### config.mk
export PLATFORM = sky130hd
export DESIGN_NAME = clk_divider_prog_flat
export DESIGN_NICKNAME = d
export VERILOG_FILES = /design/src/rtl/clk_divider_prog_if.sv /design/src/rtl/clk_divider_prog.sv /design/src/flat_wrapper.sv
export SDC_FILE = /design/constraint.sdc
export NUM_CORES = 1
export LEC_CHECK = 0
export ABC_AREA = 1
export CELL_PAD_IN_SITES_DETAIL_PLACEMENT = 1
export CELL_PAD_IN_SITES_GLOBAL_PLACEMENT = 1
export CORE_ASPECT_RATIO = 2
export CORE_MARGIN = 2
export CORE_UTILIZATION = 42
export CTS_CLUSTER_DIAMETER = 40
export CTS_CLUSTER_SIZE = 30
export DETAILED_ROUTE_END_ITERATION = 12
export PLACE_DENSITY = 0.76
export SKIP_CTS_REPAIR_TIMING = 1
export SYNTH_ARGS = -nofsm -noshare
export SYNTH_HDL_FRONTEND = slang
export SYNTH_SLANG_ARGS = --single-unit
### constraint.sdc
create_clock -name CLOCK -period 2.08 [get_ports CLOCK]
set_input_delay 0.312 -clock CLOCK [delete_from_list [all_inputs] [get_ports CLOCK]]
set_output_delay 0.312 -clock CLOCK [all_outputs]
set_load 0.005 [all_outputs]
### src/rtl/clk_divider_prog_if.sv
// clk_divider_prog_if
//   Groups the run/load control and the divided outputs of clk_divider_prog.
//   Optional macro: DIV_PERIOD_COUNT_EN adds PERIOD_COUNT[15:0].
//   Signals:
//     ENABLE        controller -> divider  1 = run, 0 = hold idle
//     DIV_VALUE     controller -> divider  requested divide N (half-period N+1)
//     DIV_LOAD      controller -> divider  one-cycle capture strobe
//     DIV_CLOCK     divider -> controller  50% duty divided clock
//     TICK          divider -> controller  one-cycle pulse on DIV_CLOCK rise
//     LOAD_PENDING  divider -> controller  captured value awaiting application
//     PERIOD_COUNT  divider -> controller  completed periods (optional)
//   Modports: master (drives control), slave (the divider).
interface clk_divider_prog_if #(
  parameter int CNT_WIDTH = 26
);
  logic                 ENABLE;
  logic [CNT_WIDTH-1:0] DIV_VALUE;
  logic                 DIV_LOAD;
  logic                 DIV_CLOCK;
  logic                 TICK;
  logic                 LOAD_PENDING;
`ifdef DIV_PERIOD_COUNT_EN
  logic [15:0]          PERIOD_COUNT;

  modport master (
    output ENABLE, DIV_VALUE, DIV_LOAD,
    input  DIV_CLOCK, TICK, LOAD_PENDING, PERIOD_COUNT
  );
  modport slave (
    input  ENABLE, DIV_VALUE, DIV_LOAD,
    output DIV_CLOCK, TICK, LOAD_PENDING, PERIOD_COUNT
  );
`else
  modport master (
    output ENABLE, DIV_VALUE, DIV_LOAD,
    input  DIV_CLOCK, TICK, LOAD_PENDING
  );
  modport slave (
    input  ENABLE, DIV_VALUE, DIV_LOAD,
    output DIV_CLOCK, TICK, LOAD_PENDING
  );
`endif
endinterface

### src/rtl/clk_divider_prog.sv
// clk_divider_prog
//   Runtime-programmable clock divider. DIV_CLOCK has period 2*(N+1) CLOCK
//   cycles at 50% duty; TICK pulses for one cycle when DIV_CLOCK rises.
//   A new divide value is captured by DIV_LOAD and only applied on the
//   edge where DIV_CLOCK falls (or at the next edge while idle), so no
//   low/high pair ever mixes two divide values.
//   Optional macro: DIV_PERIOD_COUNT_EN adds a saturating PERIOD_COUNT.
//   Ports:
//     CLOCK    system clock, rising edge
//     RESET_N  synchronous active-low reset
//     bus      clk_divider_prog_if.slave (ENABLE, DIV_VALUE, DIV_LOAD,
//              DIV_CLOCK, TICK, LOAD_PENDING[, PERIOD_COUNT])
module clk_divider_prog #(
  parameter int CNT_WIDTH   = 26,
  parameter int DEFAULT_DIV = 0
) (
  input  logic                 CLOCK,
  input  logic                 RESET_N,
  clk_divider_prog_if.slave    bus
);

  logic [CNT_WIDTH-1:0] count_q, count_d;
  logic [CNT_WIDTH-1:0] active_q, active_d;
  logic [CNT_WIDTH-1:0] pend_val_q, pend_val_d;
  logic                 div_clk_q, div_clk_d;
  logic                 tick_q, tick_d;
  logic                 pending_q, pending_d;
  logic                 apply_edge;
`ifdef DIV_PERIOD_COUNT_EN
  logic [15:0]          period_cnt_q, period_cnt_d;

  function automatic logic [15:0] sat_inc16(input logic [15:0] v);
    return (v == 16'hFFFF) ? v : v + 16'd1;
  endfunction
`endif

  always_comb begin
    count_d    = count_q;
    active_d   = active_q;
    pend_val_d = pend_val_q;
    div_clk_d  = div_clk_q;
    tick_d     = 1'b0;
    pending_d  = pending_q;
    apply_edge = 1'b0;
`ifdef DIV_PERIOD_COUNT_EN
    period_cnt_d = period_cnt_q;
`endif

    if (bus.DIV_LOAD) begin
      pend_val_d = bus.DIV_VALUE;
      pending_d  = 1'b1;
    end

    if (bus.ENABLE) begin
      // Terminal compare wraps the counter, so N = all-ones never overflows.
      if (count_q == active_q) begin
        count_d    = '0;
        div_clk_d  = ~div_clk_q;
        tick_d     = ~div_clk_q;
        // The falling edge closes a low+high pair: safe point to switch N.
        apply_edge = div_clk_q;
`ifdef DIV_PERIOD_COUNT_EN
        if (div_clk_q) period_cnt_d = sat_inc16(period_cnt_q);
`endif
      end else begin
        count_d = count_q + CNT_WIDTH'(1);
      end
    end else begin
      count_d    = '0;
      div_clk_d  = 1'b0;
      // Idle: only an already-captured value makes this an application edge.
      apply_edge = pending_q;
    end

    // A load coinciding with an application edge bypasses the pending slot.
    if (apply_edge && (pending_q || bus.DIV_LOAD)) begin
      active_d  = bus.DIV_LOAD ? bus.DIV_VALUE : pend_val_q;
      pending_d = 1'b0;
      count_d   = '0;
`ifdef DIV_PERIOD_COUNT_EN
      period_cnt_d = 16'd0;
`endif
    end
  end

  always_ff @(posedge CLOCK) begin
    if (!RESET_N) begin
      count_q    <= '0;
      active_q   <= CNT_WIDTH'(DEFAULT_DIV);
      pend_val_q <= '0;
      div_clk_q  <= 1'b0;
      tick_q     <= 1'b0;
      pending_q  <= 1'b0;
`ifdef DIV_PERIOD_COUNT_EN
      period_cnt_q <= 16'd0;
`endif
    end else begin
      count_q    <= count_d;
      active_q   <= active_d;
      pend_val_q <= pend_val_d;
      div_clk_q  <= div_clk_d;
      tick_q     <= tick_d;
      pending_q  <= pending_d;
`ifdef DIV_PERIOD_COUNT_EN
      period_cnt_q <= period_cnt_d;
`endif
    end
  end

  assign bus.DIV_CLOCK    = div_clk_q;
  assign bus.TICK         = tick_q;
  assign bus.LOAD_PENDING = pending_q;
`ifdef DIV_PERIOD_COUNT_EN
  assign bus.PERIOD_COUNT = period_cnt_q;
`endif

endmodule

### src/flat_wrapper.sv
// flat-port wrapper written by rule: the top's interface ports become plain ports
module clk_divider_prog_flat 
#(
  parameter int CNT_WIDTH   = 26,
  parameter int DEFAULT_DIV = 0
)
  (CLOCK, RESET_N, bus_ENABLE, bus_DIV_VALUE, bus_DIV_LOAD, bus_DIV_CLOCK, bus_TICK, bus_LOAD_PENDING);
  clk_divider_prog_if #(.CNT_WIDTH(CNT_WIDTH)) bus_i ();
  input  logic CLOCK;
  input  logic RESET_N;
  input wire logic [$bits(bus_i.ENABLE)-1:0] bus_ENABLE;
  input wire logic [$bits(bus_i.DIV_VALUE)-1:0] bus_DIV_VALUE;
  input wire logic [$bits(bus_i.DIV_LOAD)-1:0] bus_DIV_LOAD;
  output wire logic [$bits(bus_i.DIV_CLOCK)-1:0] bus_DIV_CLOCK;
  output wire logic [$bits(bus_i.TICK)-1:0] bus_TICK;
  output wire logic [$bits(bus_i.LOAD_PENDING)-1:0] bus_LOAD_PENDING;
  assign bus_i.ENABLE = bus_ENABLE;
  assign bus_i.DIV_VALUE = bus_DIV_VALUE;
  assign bus_i.DIV_LOAD = bus_DIV_LOAD;
  assign bus_DIV_CLOCK = bus_i.DIV_CLOCK;
  assign bus_TICK = bus_i.TICK;
  assign bus_LOAD_PENDING = bus_i.LOAD_PENDING;
  clk_divider_prog #(.CNT_WIDTH(CNT_WIDTH), .DEFAULT_DIV(DEFAULT_DIV)) u_core (.CLOCK(CLOCK), .RESET_N(RESET_N), .bus(bus_i));
endmodule
==> results.ini, run 1 <==
[clocking]
cts_htree_levels=3
cts_tree=yes
insertion_delay_ns=0.34
numCtsBuffers=9
numClockSinks=81
clkSlewWorstSetupHoldPaths_ns=0.06
cts_buffer_depth=2
clock-root-buffer=clkbuf_16

[setup_path]
critical_path_class=flip-flop to flip-flop
cp-startpoint=u_core.count_q[1]
cp-start-kind=flip-flop
crit_path_end_kind=flip-flop
rr_startpoint=u_core.count_q[1]
path_max_fanout=5
cp.arrival_ns=2.11
crit_chain=ha_1 > nand2_1 > inv_1 > nand2_2 > nor2_4 > nand4_1 > nor2_2 > nand3_2 > nor2_1 > nand2_1 > nor3b_2
crit_top_cell=nand2_1
critPathRequiredTime_ns=2.29
critPathSlowestCell=dfxtp_2
cp_slowest_stage_delay_ns=0.35

[routing]
routedWlPerCell_um=13.8
route.detailed.drc=0
dr_wl_met3_um=177
num_vias=3156
drt-met1-wl_um=3720
drt_pass1_iterations=4
routed.top_layer=met4
ant_nets=0
drtIter0Drc=94
wl_um=8640
met2_length_um=4520
vias_per_cell=5.05

[flow_run]
drv_cap=0

[floorplanning]
top_level_ports=33
die-area_um2=9580
core_area_um2=8590
fp.dieH_um=136
die_w_um=70.2
num_rows=48
start_util_pct=42.9

[synthesis]
yosys_warnings=0
synth.top_cell.area_share_pct=44.0
netlist-cell-type-count=35
async_flop_share_pct=0
synthFlopType=dfxtp_1
synthCells=488
synthTopCellsByCount=nand2_1 (106), nor2_1 (85), dfxtp_1 (81)
yosysMostFrequentCell=nand2_1
synth_seq_cells=81
synth_area_leaders=dfxtp_1 (44%), nand2_1 (11%), nor2_1 (8.7%)
synth_nets=519
syn_area_per_cell_um2=7.55
synth-edff-count=0
syn_area_um2=3680
yosys.area.top_type=dfxtp_1
ys_seq_area_share_pct=44.0

[hold_path]
hp-start=u_core.pend_val_q[19]
hp-class=flip-flop to flip-flop

[timing]
slew-limit-headroom_pct=68.5
tns_ns=0
max_freq_mhz=528
rsz0062_at_grt=no
min_period_ns=1.90
worst_pin_slew_ns=0.473
maxSlewViolCount=0
skew_ns=0.00426
setup_violations=0
hold_viol_final=0
min_period_over_period_pct=91.1

[power]
seq_power_share_pct=44.2
p_comb_share_pct=11.0
p_sw_uw=874
clkPwrFrac_pct=44.7
vdd_drop_max_mv=0.561
leakage_nw=1.86
swShare_pct=23.2
internal-power_mw=2.89
powerDensity_nw_per_um2=848

[placed_design]
io_buffers=32
post-dp-hpwl_um=6340
place.gp.congestion=0.807
dpl_cell_area_um2=4120

[finish]
drive_gt1_share_pct=8.38
areaGrowthSynthToFinish_pct=20.5
finalNetCount=552
n_antenna_cell=0
design_area_um2=4440

[global_routing]
antenna_found_initial=0
grt_max_degree=53
grt_overflow=0
globalRouteTotalUtil_pct=19.7
grt_pass1_vias=3246
grt_pass1_wl_um=15000

[status]
status=finished, final reports clean

-- placed cells by master, fill, tap and decap left out, types with 2 or more instances in the layout --
| master | synthesis | layout |
|---|---|---|
| nand2_1 | 106 | 106 |
| nor2_1 | 85 | 85 |
| dfxtp_1 | 81 | 80 |
| a21oi_1 | 38 | 38 |
| inv_1 | 33 | 33 |
| clkdlybuf4s50_1 | 0 | 32 |
| nand3_1 | 30 | 30 |
| mux2i_1 | 25 | 25 |
| xor2_1 | 11 | 11 |
| xnor2_1 | 10 | 10 |
| nor3_1 | 9 | 9 |
| clkbuf_16 | 0 | 9 |
| buf_4 | 3 | 6 |
| nand4_1 | 5 | 5 |
| o21ai_0 | 5 | 5 |
| inv_2 | 4 | 4 |
| nor2_2 | 4 | 4 |
| nand3_2 | 4 | 4 |
| o21a_1 | 3 | 3 |
| buf_12 | 0 | 3 |
| nand2_2 | 2 | 2 |
| or2_2 | 2 | 2 |
| clkbuf_1 | 7 | 2 |
| bufinv_16 | 0 | 2 |
-- sequential cells by signal, indices dropped and copies added (netlist names) --
signal / cells
u_core.pend_val_q: 26
u_core.bus.DIV_CLOCK: 1
u_core.bus.TICK: 1
u_core.active_q: 26
u_core.count_q: 26
u_core.bus.LOAD_PENDING: 1
-- through the flow --
step / total power [mW] / cells / hold slack, ns / setup WS [ns] / util (%)
after global routing: 3.92 / 625 / 0.517 / 0.000712 / 51.7
after floorplan: 1.97 / 488 / 0.456 / 0.363 / -
final: 3.76 / 625 / 0.489 / 0.185 / 51.7
after CTS: 3.81 / 624 / 0.497 / 0.114 / 51.6
after detailed placement: 2.12 / 609 / 0.479 / 0.177 / 48.0
after global placement: 2.11 / 609 / 0.472 / 0.232 / 48.0
-- power by group through the flow --
stage	combinational, mW	sequential, mW	clock [mW]
finish	0.414	1.67	1.68
global route	0.471	1.67	1.78
CTS	0.424	1.67	1.72
detailed placement	0.420	1.70	0
global placement	0.410	1.70	0
floorplan	0.281	1.69	0
-- final timing paths --
check	to	cells after the start	slack, ns
worst max-delay path	u_core.count_q[24]	11	0.18
worst min-delay path	u_core.pend_val_q[19]	2	0.49
worst max register to register	u_core.count_q[24]	11	0.18
worst min register to register	u_core.pend_val_q[19]	2	0.49
-- kinds of logic after synthesis --
logic type / synth area share (%)
buffers and inverters: 6.82
DFF: 44.0
AOI/OAI and AO/OA: 7.40
xor gates and xnor gates: 4.99
adders and majority gates: 0.340
muxes: 6.79
and+or+nand+nor: 29.6
-- per-layer routing --
metal,vias up,track usage [%]
li1,1623,-
met1,1485,22.2
met2,32,35.3
met3,16,3.71
met4,0,9.19
met5,-,0
-- layout make-up --
| type | instances | area [um2] |
|---|---|---|
| inverter | 38 | 143 |
| tap | 100 | 125 |
| multi-input combinational | 350 | 1810 |
| timing repair buffer | 41 | 425 |
| sequential | 81 | 1620 |
| clock buffer | 12 | 246 |
| fill | 1093 | 4150 |
| clock inverter | 3 | 65.1 |
-- critical path, delay by kind of cell (launching register included) --
kind | cells | cell delay [ns]
buffers and inverters | 1 | 0.10
DFF | 1 | 0.35
adders and majority gates | 1 | 0.17
and+or+nand+nor | 9 | 1.16
Power figures use the tool's default switching activity.
==> run 2: changes to the inputs <==
--- a/config.mk
+++ b/config.mk
@@ -11,6 +11,7 @@
 export CORE_ASPECT_RATIO = 2
 export CORE_MARGIN = 2
 export CORE_UTILIZATION = 42
+export CTS_BUF_LIST = sky130_fd_sc_hd__clkbuf_16
 export CTS_CLUSTER_DIAMETER = 40
 export CTS_CLUSTER_SIZE = 30
 export DETAILED_ROUTE_END_ITERATION = 12
==> run 2 against run 1 <==
Compared with the run above: utilization fell by 0.12 points; non-clock buffer count did not move; total power fell by 1.3%; setup slack lost 0.0038 ns; sequential share of layout area grew 0.083 points; clock power fell by 2%; sequential power about the same; final area decreased by 0.23%; first-iteration DRC count up 8.5%; critical path type unchanged; largest cell class unchanged.
==> results.ini, run 2 (synthesis results as in run 1) <==
[global_routing]
grt_overflow=0  ; unchanged
grt_pass1_vias=3242  ; -0.12%
antenna_found_initial=0  ; unchanged
grt_max_degree=53  ; unchanged
globalRouteTotalUtil_pct=19.7  ; about the same
grt_pass1_wl_um=15000  ; +0.14%

[finish]
fill_cells=1095  ; +0.18%
post-route-util_pct=51.6  ; -0.12 points
n_antenna_cell=0  ; unchanged
largestRegisters=u_core.active_q x26, u_core.count_q x26, u_core.pend_val_q x26
areaGrowthSynthToFinish_pct=20.2
final_cell_count_no_fill=625  ; unchanged
layout_commonest_cell=nand2_1
drive_gt1_share_pct=8.19  ; -0.19 points
final_cell_mix=nand2_1 (106), nor2_1 (85), dfxtp_1 (80)
finalNetCount=552  ; unchanged

[routing]
drtIter0Drc=102  ; +8.5%
drt_pass1_iterations=4  ; unchanged
routedWlPerCell_um=13.8  ; about the same
wl_um=8640  ; about the same
vias_per_cell=5.04  ; -0.22%
ant_nets=0  ; unchanged
num_vias=3149  ; -0.22%
route.detailed.drc=0  ; unchanged

[placed_design]
post-dp-hpwl_um=6340  ; unchanged
place.gp.congestion=0.807  ; unchanged
post-place-cells=609  ; unchanged
io_buffers=32  ; unchanged

[timing]
worst_pin_slew_ns=0.475  ; +0.00216 ns
maxSlewViolCount=0  ; unchanged
whs_ns=0.489  ; -0.00000100 ns
slew-limit-headroom_pct=68.3  ; -0.14 points
min_period_ns=1.90  ; +0.00384 ns
hold_viol_final=0  ; unchanged
rsz0062_at_grt=no
skew_ns=0.00448  ; +0.000222 ns
max_freq_mhz=527  ; -0.20%
tns_ns=0  ; unchanged
min_period_over_period_pct=91.3  ; +0.18 points
setup_violations=0  ; unchanged

[power]
vdd_drop_max_mv=0.563  ; +0.23%
clkPwrFrac_pct=44.0  ; -0.7 points
p_sw_uw=872  ; -0.24%
leakage_nw=1.87  ; +0.14%
p_comb_share_pct=11.2  ; +0.2 points
internal-power_mw=2.84  ; -1.6%
swShare_pct=23.5  ; +0.25 points
powerDensity_nw_per_um2=839  ; -1.1%
seq_power_share_pct=44.8  ; +0.6 points

[setup_path]
cp.arrival_ns=2.11  ; about the same
path_max_fanout=5  ; unchanged
cp-start-kind=flip-flop
crit_path_end_kind=flip-flop
critical_path_class=flip-flop to flip-flop
critPathRequiredTime_ns=2.29  ; about the same

[clocking]
clock-root-buffer=clkbuf_16
clkSlewWorstSetupHoldPaths_ns=0.06  ; about the same
insertion_delay_ns=0.34  ; about the same
numClockSinks=81  ; unchanged
cts_htree_levels=3  ; unchanged
numCtsBuffers=9  ; unchanged
cts_buffer_depth=2  ; unchanged
cts_tree=yes

[floorplanning]
die_w_um=70.2  ; unchanged
core_area_um2=8590  ; unchanged
die-area_um2=9580  ; unchanged
top_level_ports=33  ; unchanged
start_util_pct=42.9  ; unchanged
fp.dieH_um=136  ; unchanged
num_rows=48  ; unchanged

[status]
status=finished, final reports clean

[flow_run]
drv_cap=0  ; unchanged

[hold_path]
hp-class=flip-flop to flip-flop

[run 2: per-layer routing]
metal	wire length [um]	up-vias	global-route usage (%)
met5	0	-	0
met4	211	0	8.97
met3	165	15	3.56
met2	4520	30	35.3
met1	3750	1482	22.3
li1	-	1622	-
[run 2: per-stage QoR]
stage                     instance area (um2)  total power [mW]  worst slack [ns]
after floorplan                          3680              1.97             0.363
after global placement                   4120              2.11             0.232
after detailed placement                 4120              2.12             0.177
after CTS                                4420              3.77             0.114
after global routing                     4430              3.87          0.000606
final                                    4430              3.72             0.181
[run 2: power groups by stage]
stage          combinational [mW]  sequential, mW  clock [mW]
4_1_cts                     0.424            1.67        1.68
3_5_place_dp                0.420            1.70           0
6_report                    0.415            1.67        1.64
3_3_place_gp                0.410            1.70           0
2_1_floorplan               0.281            1.69           0
5_1_grt                     0.471            1.67        1.73
[run 2: worst max-delay path, cell delays in order (launching register included)]
cell and delay (ns):
dfxtp_2 0.35, ha_1 0.17, nand2_1 0.07, inv_1 0.10
nand2_2 0.09, nor2_4 0.14, nand4_1 0.15, nor2_2 0.23
nand3_2 0.11, nor2_1 0.15, nand2_1 0.06, nor3b_2 0.15
[run 2: area by class of cell]
cell class | count | area, um2 | area share [%]
well taps | 100 | 125 | 2.82
multi-input cells | 350 | 1810 | 40.9
repair buffers | 41 | 425 | 9.60
clock buffers | 9 | 225 | 5.08
clock inverters | 6 | 76.3 | 1.72
inverters | 38 | 143 | 3.22
flip-flops and latches | 81 | 1620 | 36.6
[run 2: path summary, 6_finish.rpt]
path / slack [ns] / endpoint / cells past startpoint / startpoint
worst min-delay path: 0.49 / u_core.pend_val_q[19] / 2 / u_core.pend_val_q[19]
worst max-delay path: 0.18 / u_core.count_q[24] / 11 / u_core.count_q[1]
worst min register to register: 0.49 / u_core.pend_val_q[19] / 2 / u_core.pend_val_q[19]
worst max register to register: 0.18 / u_core.count_q[24] / 11 / u_core.count_q[1]
